[config.mk]
export PLATFORM = sky130hd
export DESIGN_NAME = life_engine
export DESIGN_NICKNAME = d
export VERILOG_FILES = /design/src/rtl/life_engine.sv
export SDC_FILE = /design/constraint.sdc
export NUM_CORES = 1
export LEC_CHECK = 0
export CAP_MARGIN = 0
export CORE_MARGIN = 10
export CORE_UTILIZATION = 55
export DETAILED_ROUTE_END_ITERATION = 12
export PLACE_DENSITY = 0.8
export SETUP_SLACK_MARGIN = 0.1
export SKIP_LAST_GASP = 1
export SLEW_MARGIN = 5
export SYNTH_ARGS = -nofsm -noshare
export SYNTH_HDL_FRONTEND = slang
export SYNTH_SLANG_ARGS = --single-unit
export TNS_END_PERCENT = 1
[constraint.sdc]
create_clock -name clk_i -period 10.72 [get_ports clk_i]
set_input_delay 1.608 -clock clk_i [delete_from_list [all_inputs] [get_ports clk_i]]
set_output_delay 1.608 -clock clk_i [all_outputs]
set_load 0.1 [all_outputs]
[src/rtl/life_engine.sv]
`timescale 1ns/1ps
// Game-of-Life (B3/S23) generation engine feeding the LED matrix scanner.
// Define LIFE_TORUS_EN for a wrapping (toroidal) grid; otherwise off-grid neighbours are dead.
module life_engine #(
   parameter int gs     = 8,
   parameter int FRAMES = 16
) (
   input  logic             clk_i,
   input  logic             rst_i,
   input  logic             load_i,
   input  logic [gs*gs-1:0] seed_i,
   input  logic             run_i,
   input  logic             d_disp_i,
   output logic [gs*gs-1:0] matrix_o,
   output logic             e_disp_o,
   output logic             busy_o,
   output logic [15:0]      gen_o
);
   localparam int N  = gs * gs;
   localparam int IW = (N > 1) ? $clog2(N) : 1;
   localparam int FW = (FRAMES > 1) ? $clog2(FRAMES) : 1;
   localparam logic [IW-1:0] IDX_LAST = IW'(N - 1);
   localparam logic [FW-1:0] FRM_LAST = FW'(FRAMES - 1);

   typedef enum logic [1:0] {GAP, SHOW, COMPUTE, COMMIT} state_t;
   state_t state, state_n;

   logic [N-1:0]  cur, nxt;
   logic [IW-1:0] idx;
   logic [FW-1:0] frm;
   logic          armed;
   logic [15:0]   gen;
   logic [3:0]    n_cnt;
   logic          frame_done, advance;

   // armed masks the scanner's flag left over from the previous frame
   assign frame_done = (state == SHOW) && armed && d_disp_i;
   assign advance    = frame_done && run_i && (frm == FRM_LAST);
   assign matrix_o   = cur;
   assign gen_o      = gen;

   always_comb begin
      int r, c, rr, cc;
      n_cnt = '0;
      r  = int'(idx) / gs;
      c  = int'(idx) % gs;
      rr = 0;
      cc = 0;
      for (int dr = -1; dr <= 1; dr++) begin
         for (int dc = -1; dc <= 1; dc++) begin
            if (dr != 0 || dc != 0) begin
`ifdef LIFE_TORUS_EN
               rr = (r + dr + gs) % gs;
               cc = (c + dc + gs) % gs;
               n_cnt = n_cnt + {3'b000, cur[IW'(rr * gs + cc)]};
`else
               rr = r + dr;
               cc = c + dc;
               if (rr >= 0 && rr < gs && cc >= 0 && cc < gs)
                  n_cnt = n_cnt + {3'b000, cur[IW'(rr * gs + cc)]};
`endif
            end
         end
      end
   end

   always_ff @(posedge clk_i or posedge rst_i) begin
      if (rst_i) state <= GAP;
      else       state <= state_n;
   end

   always_comb begin
      state_n  = state;
      e_disp_o = 1'b0;
      busy_o   = 1'b0;
      case (state)
         GAP:     state_n = SHOW;
         SHOW: begin
            e_disp_o = 1'b1;
            if (frame_done) state_n = advance ? COMPUTE : GAP;
         end
         COMPUTE: begin
            busy_o = 1'b1;
            if (idx == IDX_LAST) state_n = COMMIT;
         end
         COMMIT: begin
            busy_o  = 1'b1;
            state_n = GAP;
         end
         default: state_n = GAP;
      endcase
      if (load_i) state_n = GAP;
   end

   always_ff @(posedge clk_i or posedge rst_i) begin
      if (rst_i) begin
         cur   <= '0;
         nxt   <= '0;
         idx   <= '0;
         frm   <= '0;
         armed <= 1'b0;
         gen   <= '0;
      end else if (load_i) begin
         cur   <= seed_i;
         gen   <= '0;
         frm   <= '0;
         idx   <= '0;
         armed <= 1'b0;
      end else begin
         armed <= (state == SHOW);
         case (state)
            SHOW: if (frame_done) begin
               if (advance) begin
                  frm <= '0;
                  idx <= '0;
               end else if (frm != FRM_LAST) begin
                  frm <= frm + FW'(1);
               end
            end
            COMPUTE: begin
               nxt[idx] <= (n_cnt == 4'd3) | (cur[idx] & (n_cnt == 4'd2));
               idx      <= (idx == IDX_LAST) ? '0 : idx + IW'(1);
            end
            COMMIT: begin
               cur <= nxt;
               gen <= gen + 16'd1;
            end
            default: ;
         endcase
      end
   end
endmodule

After elaboration in Yosys (flattened, before gate mapping)
Index checks and enable logic that the tools add are counted.
{"block": "op_classes", "n_eq_ne": 11, "n_mul": 0, "n_addsub": 22, "n_lt_le_gt_ge": 22, "bitwise_logic": 3, "div": 0, "mux": 59, "n_shift": 0, "n_reduce_logical": 35}
{"op": "$mux 64", "n": 2}
{"op": "$bwmux 64", "n": 1}
{"op": "$lt 6x8->1 const B", "n": 8}
{"op": "$bmux 1 s6", "n": 9}
{"op": "$mux 4", "n": 12}
{"op": "$mux 16", "n": 2}
{"op": "$add 4x1->4", "n": 7}
{"op": "$logic_and 1x1->1", "n": 24}
{"op": "$mux 6", "n": 4}
{"op": "$mux 1", "n": 22}
{"op": "$add 6x4->6", "n": 3}
{"op": "$add 6x5->6", "n": 3}
{"op": "$add 16x1->16 const B", "n": 1}
{"op": "$add 6x6->6", "n": 2}
{"op": "$pmux 6 s2", "n": 1}
{"op": "$add 4x1->5 const B", "n": 2}
{"op": "$ge 5x1->1 const B", "n": 2}
{"op": "$lt 5x5->1 const B", "n": 2}
{"op": "$ne 3x3->1 const B", "n": 3}
{"op": "$add 3x1->4 const B", "n": 2}
{"op": "$eq 4x2->1 const B", "n": 2}
{"op": "$ge 4x1->1 const B", "n": 2}
{"op": "$lt 3x4->1 const B", "n": 2}
{"op": "$lt 4x4->1 const B", "n": 2}
{"op": "other kinds (22)", "n": 32}
{"block": "word_totals", "inputBits": 69, "ram_bits": 0, "memories": 0, "mem_bits_ro": 0, "latchBits": 0, "out_inout_bits": 82, "word_cells": 159, "reg_bits": 157}

Longest topological paths before layout
{"block": "logic_depth", "ltp_word": 24, "depth_mapped": 37, "mapped_depth_nobuf": 31}

Worst setup path before layout
No wires, ideal clock.
{"block": "synth_timing", "path_type": "register to register", "startpoint": "register idx[0]", "endpoint": "register nxt[0]", "path_stages_with_launch": 37, "setup_slack_ns": 2.433, "required_ns": 10.617, "arrival_time_ns": 8.183, "synth_period_minus_slack_ns": 8.287, "n_path_buf": 6, "setup_time_ns": 0.103, "cell_sequence": "dfrtp_1 > buf_4 > buf_2 > buf_1 > clkbuf_1 > inv_1 > ha_1 > ha_1 > buf_1 > mux4_2 > mux2i_1 > mux4_2 > nor3b_1 > ha_1 > and3_1 > ha_1 > mux2i_1 > nor2_1 > ha_1 > nand3b_1 > o31ai_1 > ha_1 > ha_1 > nor2_1 > a31oi_1 > ha_1 > mux2_2 > ha_1 > nand2_1 > nand2_1 > ha_1 > xnor2_1 > a211o_1 > a221oi_2 > o22ai_4 > buf_6 > o41ai_2"}
{"block": "synth_between", "elab_chain_len": 24, "word_cells_on_any_way": 83, "cone_classes": "add/sub: 17; order compare: 8; eq/ne: 2; mux: 37; bitwise: 2; reduce/logical: 17"}
{"element": "start, declared", "line_no": "29", "text": "logic [IW-1:0] idx;"}
{"element": "start signal, assigned", "line_no": "122", "text": "idx <= (idx == IDX_LAST) ? '0 : idx + IW'(1);"}
{"element": "$add 4x1->5", "line_no": "58", "text": "cc = c + dc;"}
{"element": "$add 6x5->6", "line_no": "60", "text": "n_cnt = n_cnt + {3'b000, cur[IW'(rr * gs + cc)]};"}
{"element": "$bmux 1 s6", "line_no": "60"}
{"element": "$mux 1 (implied by the code) (2 in series)", "line_no": "60"}
{"element": "$mux 1", "line_no": "59", "text": "if (rr >= 0 && rr < gs && cc >= 0 && cc < gs)"}
{"element": "$add 4x1->4", "line_no": "60"}
{"element": "$mux 4", "line_no": "59"}
{"element": "$add 4x1->4", "line_no": "60"}
{"element": "[... 7 more ...]"}
{"element": "$add 4x1->4", "line_no": "60"}
{"element": "$mux 4", "line_no": "59"}
{"element": "$add 4x1->4", "line_no": "60"}
{"element": "$mux 4", "line_no": "59"}
{"element": "$eq 4x2->1", "line_no": "121", "text": "nxt[idx] <= (n_cnt == 4'd3) | (cur[idx] & (n_cnt == 4'd2));"}
{"element": "$and 1x1->1", "line_no": "121"}
{"element": "$or 1x1->1", "line_no": "121"}
{"element": "$bwmux 64 *", "line_no": "121"}
{"element": "end signal, assigned by index", "line_no": "121"}
{"element": "end, declared", "line_no": "28", "text": "logic [N-1:0] cur, nxt;"}
Every way passes the cells marked *; elsewhere a longest branch is shown, timed or not. The select of a mux whose other input is x is not followed.
A chain may end at the register's enable or synchronous reset.

Worst setup path in the final report
{"block": "layout_timing", "startpoint": "register idx[1]", "endpoint": "register nxt[41]"}
The elaborated chain is that of the path after synthesis.

==> flow_metrics.py <==
metrics = {
    "outcome": {
        "status": "completed",
    },
    "routing": {
        "detail_route.wl_per_cell_um": 21.78,
        "drt-total-wl_mm": 30.16,
        "drt_drc_violations_left": 0,
        "routed_via_density": 6.170,
        "drtPass1Iterations": 6,
        "dr.first_iter.drc_count": 656,
        "routed-via-count": 8545,
        "postRouteAntennaNets": 0,
    },
    "timing": {
        "rsz0062_at_grt": "false",
        "fin_crit_sh_pct": 82.99,
        "period_needed_ns": 8.897,
        "relative_slew_slack_pct": 23.40,
        "final_hold_viol_count": 0,
        "finalSetupViolCount": 0,
        "finalMaxSlewViolations": 0,
        "worst-slew-pin-transition_ns": 1.145,
        "achievable-frequency_mhz": 112.4,
        "hold_slack_ns": 0.4863,
        "final.setup.tns_ns": 0,
        "clock-skew-final_ns": 0.01041,
    },
    "global_route": {
        "grt_use_total_pct": 23.38,
        "total_congestion_overflow_after_global_routing": 0,
        "grt_first_pass_wirelength_mm": 48.08,
        "antenna_found_initial": 0,
        "grt_max_degree": 87,
        "grt_pass1_vias": 8441,
    },
    "synthesis": {
        "ys_dominant_reg_cell": "sky130_fd_sc_hd__dfrtp_1",
        "synth.yosys.warnings": 0,
        "syn-instance-count": 1008,
        "synth_edf_count": 0,
        "synthDominantAreaCellType": "sky130_fd_sc_hd__dfrtp_1",
        "yosys.cell_types.count": 69,
        "synth.net_count": 1107,
        "yosys_register_bits": 157,
        "netlist_top_cells_area": "sky130_fd_sc_hd__dfrtp_1 37%, sky130_fd_sc_hd__mux2i_1 11%, sky130_fd_sc_hd__o41ai_2 9.1%, sky130_fd_sc_hd__mux4_2 8.2%, sky130_fd_sc_hd__nand2_1 5.9%",
        "post_synth_instance_area_sq_um": 10710,
        "yosysSeqAreaShare_pct": 36.68,
        "synth_top_cell_area_share_pct": 36.68,
        "post_synth.cell_area_avg_sq_um": 10.63,
        "synth_async_sr_flop_share_pct": 100.0,
    },
    "setup_path": {
        "path_depth": 31,
        "crit_required_ns": 11.02,
        "cp_top_family": "adder cells",
        "worst_r2r_path_depth": 31,
        "crit_path_end_kind": "register",
        "cpPeakStageDelay_ns": 0.83,
        "critical_path.most_common_cell": "sky130_fd_sc_hd__ha_1",
        "critPathMaxFanout": 64,
        "worst-setup-path-type": "register to register",
        "worst_path_max_delay_cell": "sky130_fd_sc_hd__dfrtp_1",
        "worstPathBufferInverterCount": 2,
        "cp-start-kind": "register",
        "arrival_time_of_data_at_the_critical_path_endpoint_ns": 9.20,
    },
    "clock_network": {
        "cts_buffer_depth": 2,
        "cts_tree": "built",
        "htreeDepth": 4,
        "post_cts_resized": 0,
        "postCtsSetupBuffers": 0,
        "holdBufCountCts": 0,
        "clkLatencyLatePin_ns": 0.44,
        "cts_sinks": 157,
        "worst_setup_hold_path_clk_slew_ns": 0.07,
        "cts_root_buf": "sky130_fd_sc_hd__clkbuf_16",
        "cts-buffers-inserted": 17,
    },
    "floorplanning": {
        "io_pins": 151,
        "die_area_sq_um": 25450,
        "chipWidth_um": 159.5,
        "fp.coreArea_sq_um": 18960,
        "core.rowCount": 50,
        "die_height_um": 159.5,
        "initial_utilization_pct": 56.50,
    },
    "place": {
        "routabilityCongestion": 0.9498,
        "place_hpwl_mm": 21.36,
        "cell_count_after_placement": 1353,
        "portbufs": 150,
    },
    "cells_and_area": {
        "layout_common_cells": "169 x sky130_fd_sc_hd__nand2_1, 156 x sky130_fd_sc_hd__dfrtp_1, 149 x sky130_fd_sc_hd__clkdlybuf4s50_1",
        "drive_gt1_share_pct": 19.02,
        "instances_no_fill": 1385,
        "filler_cells": 1475,
        "antenna_cells_inserted": 0,
        "syn_to_final_growth_pct": 19.35,
        "final_nets": 1211,
        "final_common_cell": "sky130_fd_sc_hd__nand2_1",
    },
    "power": {
        "vdd.ir_drop.worst_v": 0.0001099,
        "total_power_divided_by_cell_area_nw_per_um2": 128.1,
        "total_power_w": 0.001638,
        "leakagePower_nw": 5.203,
    },
    "worst_hold_path": {
        "timing.hold.worst_path_depth": 2,
        "hp-class": "register to register",
    },
    "job": {
        "max-cap-violations": 0,
    },
}
[cell usage after synthesis, types with 3 or more instances]
cell                        instances
sky130_fd_sc_hd__nand2_1          169
sky130_fd_sc_hd__dfrtp_1          157
sky130_fd_sc_hd__mux2i_1          118
sky130_fd_sc_hd__o21ai_0           80
sky130_fd_sc_hd__o41ai_2           60
sky130_fd_sc_hd__or2_2             45
sky130_fd_sc_hd__mux4_2            39
sky130_fd_sc_hd__clkbuf_1          36
sky130_fd_sc_hd__nor2_1            34
sky130_fd_sc_hd__ha_1              27
sky130_fd_sc_hd__nand3_1           25
sky130_fd_sc_hd__buf_6             17
sky130_fd_sc_hd__a21oi_1           14
sky130_fd_sc_hd__inv_1             13
sky130_fd_sc_hd__xnor2_1           13
sky130_fd_sc_hd__nand4_1           12
sky130_fd_sc_hd__or3_1             12
sky130_fd_sc_hd__xor2_1            12
sky130_fd_sc_hd__buf_2             11
sky130_fd_sc_hd__buf_1              9
sky130_fd_sc_hd__and3_1             7
sky130_fd_sc_hd__mux2_2             7
sky130_fd_sc_hd__nand2b_1           6
sky130_fd_sc_hd__nor2b_1            5
sky130_fd_sc_hd__nor3_1             5
sky130_fd_sc_hd__o22ai_1            5
sky130_fd_sc_hd__a31oi_1            4
sky130_fd_sc_hd__buf_4              4
sky130_fd_sc_hd__and4_1             3
sky130_fd_sc_hd__fa_1               3
sky130_fd_sc_hd__o2111ai_1          3
sky130_fd_sc_hd__o41ai_1            3
[flip-flops by register name, summed over array words and instances, names as in the netlist]
name,count
gen_o,16
matrix_o,64
nxt,64
state,2
armed,1
idx,6
frm,4
[metal layers]
layer	wire [um]	track usage (%)	vias up	part of all wire, %
met5	0	0	-	0
met4	695	6.908	0	2.3
met3	2051	5.964	48	6.8
met2	14550	37.96	310	48
met1	12860	30.07	4253	43
li1	-	-	3934	-
[logic make-up after synthesis]
family / after synthesis / share of synthesized area (%)
AOI/OAI and AO/OA: 196 / 17.07
and+or+nand+nor: 342 / 15.60
DFF: 157 / 36.68
adders and majority gates: 30 / 3.715
muxes: 164 / 19.96
buffers and inverters: 93 / 4.720
xor gates and xnor gates: 26 / 2.255
[stage by stage]
stage | setup slack [ns] | util [%] | instance area, sq um
6_report | 1.823 | 67.43 | 12780
2_1_floorplan | 2.433 | - | 10710
4_1_cts | 1.845 | 67.43 | 12780
3_5_place_dp | 1.863 | 64.37 | 12200
3_3_place_gp | 2.169 | 64.37 | 12200
5_1_grt | 1.246 | 67.43 | 12780
[where the power goes]
part           internal [W]  switching (W)  leakage [nW]
clock              0.000329       0.000279         0.282
combinational      0.000109       0.000272          2.86
sequential         0.000617      0.0000326          2.06
[tightest hold or removal path: stages, from the launching register on]
cell and delay, ns:
sky130_fd_sc_hd__dfrtp_1 0.35, sky130_fd_sc_hd__nand2_1 0.06, sky130_fd_sc_hd__o41ai_2 0.04
[layout make-up]
type	count	area (sq um)	area share (%)
clock inverter	15	155.1	1.214
clock buffer	17	425.4	3.328
timing repair buffer	162	1602	12.53
tap	260	325.3	2.545
sequential	157	3930	30.75
multi-input combinational	758	6280	49.13
inverter	16	65.06	0.5090
[worst paths after layout]
kind                                         start                    to  slack, ns
worst min-delay path            nxt[9]$_DFFE_PP0P_    nxt[9]$_DFFE_PP0P_       0.49
worst max register to register  idx[1]$_DFFE_PP0P_   nxt[41]$_DFFE_PP0P_       1.82
worst max-delay path            idx[1]$_DFFE_PP0P_   nxt[41]$_DFFE_PP0P_       1.82
min in group asynchronous                    rst_i  gen_o[7]$_DFFE_PP0P_       1.70
max in group asynchronous                    rst_i   nxt[10]$_DFFE_PP0P_       7.62
worst min register to register  nxt[9]$_DFFE_PP0P_    nxt[9]$_DFFE_PP0P_       0.49
No activity file was read; power rests on OpenSTA's default activity.
